File: src/rtl/mem_arbiter.sv
// Two-requester arbiter for the single-port main memory: fixed priority to
// requester 0, a starvation bound for requester 1, registered memory command.
module mem_arbiter #(
  parameter int ADDR_WIDTH   = 12,
  parameter int DATA_WIDTH   = 12,
  parameter int STARVE_LIMIT = 4
) (
  input  logic                  clk,
  input  logic                  reset,
  input  logic                  r0_req,
  input  logic                  r0_we,
  input  logic [ADDR_WIDTH-1:0] r0_addr,
  input  logic [DATA_WIDTH-1:0] r0_wdata,
  output logic                  r0_gnt,
  output logic                  r0_rvalid,
  output logic [DATA_WIDTH-1:0] r0_rdata,
  input  logic                  r1_req,
  input  logic                  r1_we,
  input  logic [ADDR_WIDTH-1:0] r1_addr,
  input  logic [DATA_WIDTH-1:0] r1_wdata,
  output logic                  r1_gnt,
  output logic                  r1_rvalid,
  output logic [DATA_WIDTH-1:0] r1_rdata,
  output logic [ADDR_WIDTH-1:0] mem_addr,
  output logic                  mem_we,
  output logic [DATA_WIDTH-1:0] mem_data_in,
  input  logic [DATA_WIDTH-1:0] mem_data_out
);

  localparam logic [7:0] LIMIT = 8'(STARVE_LIMIT);

  logic                  force1;
  logic                  acc0;
  logic                  acc1;
  logic [1:0]            rvalid_vec;

  logic [7:0]            starve_cnt_q, starve_cnt_d;
  logic [ADDR_WIDTH-1:0] mem_addr_q, mem_addr_d;
  logic                  mem_we_q, mem_we_d;
  logic [DATA_WIDTH-1:0] mem_data_in_q, mem_data_in_d;
  logic                  s1_valid_q, s1_valid_d;
  logic                  s1_id_q, s1_id_d;
  logic                  s2_valid_q, s2_valid_d;
  logic                  s2_id_q, s2_id_d;

  // Requester 1 only overrides requester 0 once it has waited LIMIT cycles.
  assign force1 = r1_req && (starve_cnt_q >= LIMIT);
  assign r1_gnt = r1_req && (!r0_req || force1);
  assign r0_gnt = r0_req && !force1;
  assign acc0   = r0_req && r0_gnt;
  assign acc1   = r1_req && r1_gnt;

  always_comb begin
    starve_cnt_d  = starve_cnt_q;
    mem_addr_d    = mem_addr_q;
    mem_we_d      = 1'b0;
    mem_data_in_d = mem_data_in_q;
    s1_valid_d    = 1'b0;
    s1_id_d       = s1_id_q;
    s2_valid_d    = s1_valid_q;
    s2_id_d       = s1_id_q;

    if (!r1_req || acc1) begin
      starve_cnt_d = '0;
    end else if (starve_cnt_q < LIMIT) begin
      starve_cnt_d = starve_cnt_q + 8'd1;
    end

    if (acc1) begin
      mem_addr_d    = r1_addr;
      mem_we_d      = r1_we;
      mem_data_in_d = r1_wdata;
      s1_valid_d    = !r1_we;
      s1_id_d       = 1'b1;
    end else if (acc0) begin
      mem_addr_d    = r0_addr;
      mem_we_d      = r0_we;
      mem_data_in_d = r0_wdata;
      s1_valid_d    = !r0_we;
      s1_id_d       = 1'b0;
    end
  end

  always_ff @(posedge clk) begin
    if (reset) begin
      starve_cnt_q  <= '0;
      mem_addr_q    <= '0;
      mem_we_q      <= 1'b0;
      mem_data_in_q <= '0;
      s1_valid_q    <= 1'b0;
      s1_id_q       <= 1'b0;
      s2_valid_q    <= 1'b0;
      s2_id_q       <= 1'b0;
    end else begin
      starve_cnt_q  <= starve_cnt_d;
      mem_addr_q    <= mem_addr_d;
      mem_we_q      <= mem_we_d;
      mem_data_in_q <= mem_data_in_d;
      s1_valid_q    <= s1_valid_d;
      s1_id_q       <= s1_id_d;
      s2_valid_q    <= s2_valid_d;
      s2_id_q       <= s2_id_d;
    end
  end

  assign mem_addr    = mem_addr_q;
  assign mem_we      = mem_we_q;
  assign mem_data_in = mem_data_in_q;

  // Stage 2 lines up with the cycle the memory word appears on mem_data_out.
  for (genvar gi = 0; gi < 2; gi++) begin : g_rvalid
    assign rvalid_vec[gi] = s2_valid_q && (s2_id_q == 1'(gi));
  end

  assign r0_rvalid = rvalid_vec[0];
  assign r1_rvalid = rvalid_vec[1];
  assign r0_rdata  = mem_data_out;
  assign r1_rdata  = mem_data_out;

endmodule

File: config.mk
export PLATFORM = sky130hd
export DESIGN_NAME = mem_arbiter
export DESIGN_NICKNAME = d
export VERILOG_FILES = /design/src/rtl/mem_arbiter.sv
export SDC_FILE = /design/constraint.sdc
export NUM_CORES = 1
export LEC_CHECK = 0
export BUFFER_PORTS_ARGS = -buffer_cell sky130_fd_sc_hd__buf_2
export CORE_MARGIN = 2
export CORE_UTILIZATION = 38
export CTS_BUF_LIST = sky130_fd_sc_hd__clkbuf_4
export CTS_CLUSTER_SIZE = 30
export DETAILED_ROUTE_END_ITERATION = 12
export GPL_TIMING_DRIVEN = 0
export PLACE_DENSITY = 0.78
export SLEW_MARGIN = 20
export SYNTH_ARGS = -nofsm -noshare
export SYNTH_HDL_FRONTEND = slang
export SYNTH_SLANG_ARGS = --single-unit
File: constraint.sdc
create_clock -name clk -period 1.2 [get_ports clk]
set_input_delay 0.24 -clock clk [delete_from_list [all_inputs] [get_ports clk]]
set_output_delay 0.24 -clock clk [all_outputs]
set_load 0.05 [all_outputs]
==> flow_summary.toml <==
[outcome]
status = "complete, but fails checks"
violations = "setup timing"

[clock_tree]
hold_buffers = 0
clk_path_buf_depth = 2
clk_latency_ns = 0.34
numCtsBuffers = 5
cts_tree = "done"
htreeDepth = 2
clkTransAtPathRegs_ns = 0.11
cts.sinks = 37
cts_root_buf = "clkbuf_4"

[setup_path]
crit_path_end_kind = "output port"
critPathBufInv = 4
path_cells = "nor4b_4 > buf_4 > a2bb2oi_4 > buf_6 > clkinvlp_4 > buf_8"
cp.required_ns = 0.96
critPathKind = "reg -> out"
cp-start-kind = "register"
slowest_delay_ns = 0.34
crit_family = "buffers and inverters"
cp.arrival_ns = 1.52
slowest_stage = "dfxtp_2"
crit_path_max_fanout = 2

[floorplanning]
boundaryPins = 119
core_sq_um = 4350
rows = 24
start_util_pct = 39.3
die_width_microns = 71.1
die_area_sq_um = 5050
die_y_microns = 71.1

[synthesis]
yosysMostFrequentCell = "dfxtp_1"
synth_warnings = 0
ys_top_cells_by_area = "dfxtp_1 43%, o221a_2 15%, buf_4 11%"
netlist_instances = 176
syn_area_sq_um = 1710
ys_ff_latch = 37
synth_flop_cell = "dfxtp_1"
synth_top_area_share_pct = 43.3
synth-async-reset-ratio_pct = 0
syn_area_per_cell_sq_um = 9.71
ys_types = 25
synth_top_cells_by_count = "37 x dfxtp_1, 25 x buf_4, 25 x nor2_1, 25 x nor3_1, 23 x o221a_2"
synth_edf_count = 0
seq_area_frac_synth_pct = 43.3
synth_top_area_cell = "dfxtp_1"

[cells_and_area]
area_growth_pct = 66.3
n_fill_cell = 343
drive_above_1_share_pct = 64.3
fin_nets = 372
diodes = 0
register_area_sq_um = 747
multi_input_area_sq_um = 900
final_util_pct = 65.3

[place]
port_buffers = 104
dpl.hpwl_mm = 3.26
pre_cts_ws_ns = -0.503
gp_congestion = 0.740

[timing]
finalWorstSetupSlack_ns = -0.558
worst_slew_pin_slew_ns = 0.703
setup_viol = 33
finalCritPeriodShare_pct = 147
rsz0062_at_grt = "yes"
fmaxAchievable_ghz = 0.569
whs_ns = 0.159
finalHoldViolCount = 0
finalSetupTns_ns = -10.08
fin_skew_ns = 0.00491
finalCriticalPeriod_ns = 1.76
slew_headroom_pct = 53.1
slew_viol_final = 0

[detailed_routing]
first_pass_iters = 4
initialDrtViolationCount = 77
vias = 1743
avgViaCountPerCell = 4.88
drc = 0
antenna_left = 0
wl_mm = 5.08
wl_per_cell_microns = 14.2

[power]
power_mw = 3.12
vdd_drop_max_mv = 0.558
power.density_nw_per_um2 = 1100
p_leak_nw = 1.37

[global_routing]
track_usage_pct = 18.5
gr-total-overflow = 0
grt_max_degree = 12
grt_pass1_vias = 1611
grt_pass1_wl_mm = 7.34
antenna_found_initial = 0

[worst_hold_path]
hold_class = "in -> reg"

[run]
maxCapViolCount = 0
==> cells by family (layout without fill, tap and decap cells) <==
logic type                 after synthesis  count (layout)  share of synthesized area (%)
AOI/OAI and AO/OA                       30              30                           19.0
DFF                                     37              37                           43.3
buffers and inverters                   45             170                           17.7
adders and majority gates                2               2                           1.46
and+or+nand+nor                         61              61                           18.2
other                                    1               5                          0.219
==> worst paths after layout <==
path                   start           to  slack (ns)  depth (start not counted)
max reg2reg  starve_cnt_q[4]       mem_we       -0.37                          8
min reg2reg       s1_valid_q   s2_valid_q        0.47                          1
max          starve_cnt_q[4]       r0_gnt       -0.56                          6
min               r0_addr[6]  mem_addr[6]        0.16                          2
==> metal layers <==
layer | GRT usage [%] | part of all wire (%) | wire length, microns | vias up
met4 | 8.39 | 3.1 | 155 | 0
met1 | 21.7 | 40 | 2030 | 808
met2 | 32.3 | 52 | 2640 | 65
li1 | - | - | - | 855
met5 | 0 | 0 | 0 | -
met3 | 3.85 | 4.9 | 250 | 15
==> sequential cells by signal (all words and copies together) (netlist names) <==
signal	flops
starve_cnt_q	8
mem_data_in	12
mem_we	1
s1_valid_q	1
s2_valid_q	1
s2_id_q	1
mem_addr	12
s1_id_q	1
==> power by group <==
part	switching, mW	internal [mW]	total, mW
combinational	0.679	0.451	1.13
sequential	0.0485	1.31	1.36
clock	0.414	0.212	0.626
total	1.14	1.98	3.12
==> cell usage in the layout, fill, tap and decap left out, types with 3 or more instances in the layout <==
cell type and count:
buf_2 77, buf_4 49, dfxtp_1 32, nor2_1 25, nor3_1 24, o221a_4 14, clkbuf_4 12, o221a_2 9
buf_6 8, clkbuf_1 7, buf_8 6, dfxtp_2 5, conb_1 5, inv_1 4, nor4b_4 3
==> per-stage QoR <==
step	instances	area, sq um
after floorplan	180	1740
after global placement	336	2320
after detailed placement	336	2320
after CTS	354	2620
after global routing	357	2840
final	357	2840
==> worst reg2reg max path: stages (launching register included) <==
cell and delay, ns:
dfxtp_2 0.34, nor4b_4 0.28, buf_4 0.17, a2bb2oi_4 0.05, buf_6 0.12, buf_4 0.13, buf_8 0.13, buf_12 0.12
o32ai_2 0.14
==> final cells by class <==
class / count / area share [%]
multi-input cells: 98 / 31.6
repair buffers: 118 / 27.3
flip-flops and latches: 37 / 26.3
plain buffers: 38 / 9.73
well taps: 52 / 2.29
clock buffers: 5 / 1.32
inverters: 6 / 1.01
clock inverters: 3 / 0.440
==> what timing repair did <==
item,in CTS,in global routing
gates cloned,1,0
pin swaps,7,9
setup buffers,9,7
gates resized for setup,46,39
hold endpoints to repair,0,0
setup endpoints to repair,47,45
Power figures use the tool's default switching activity.
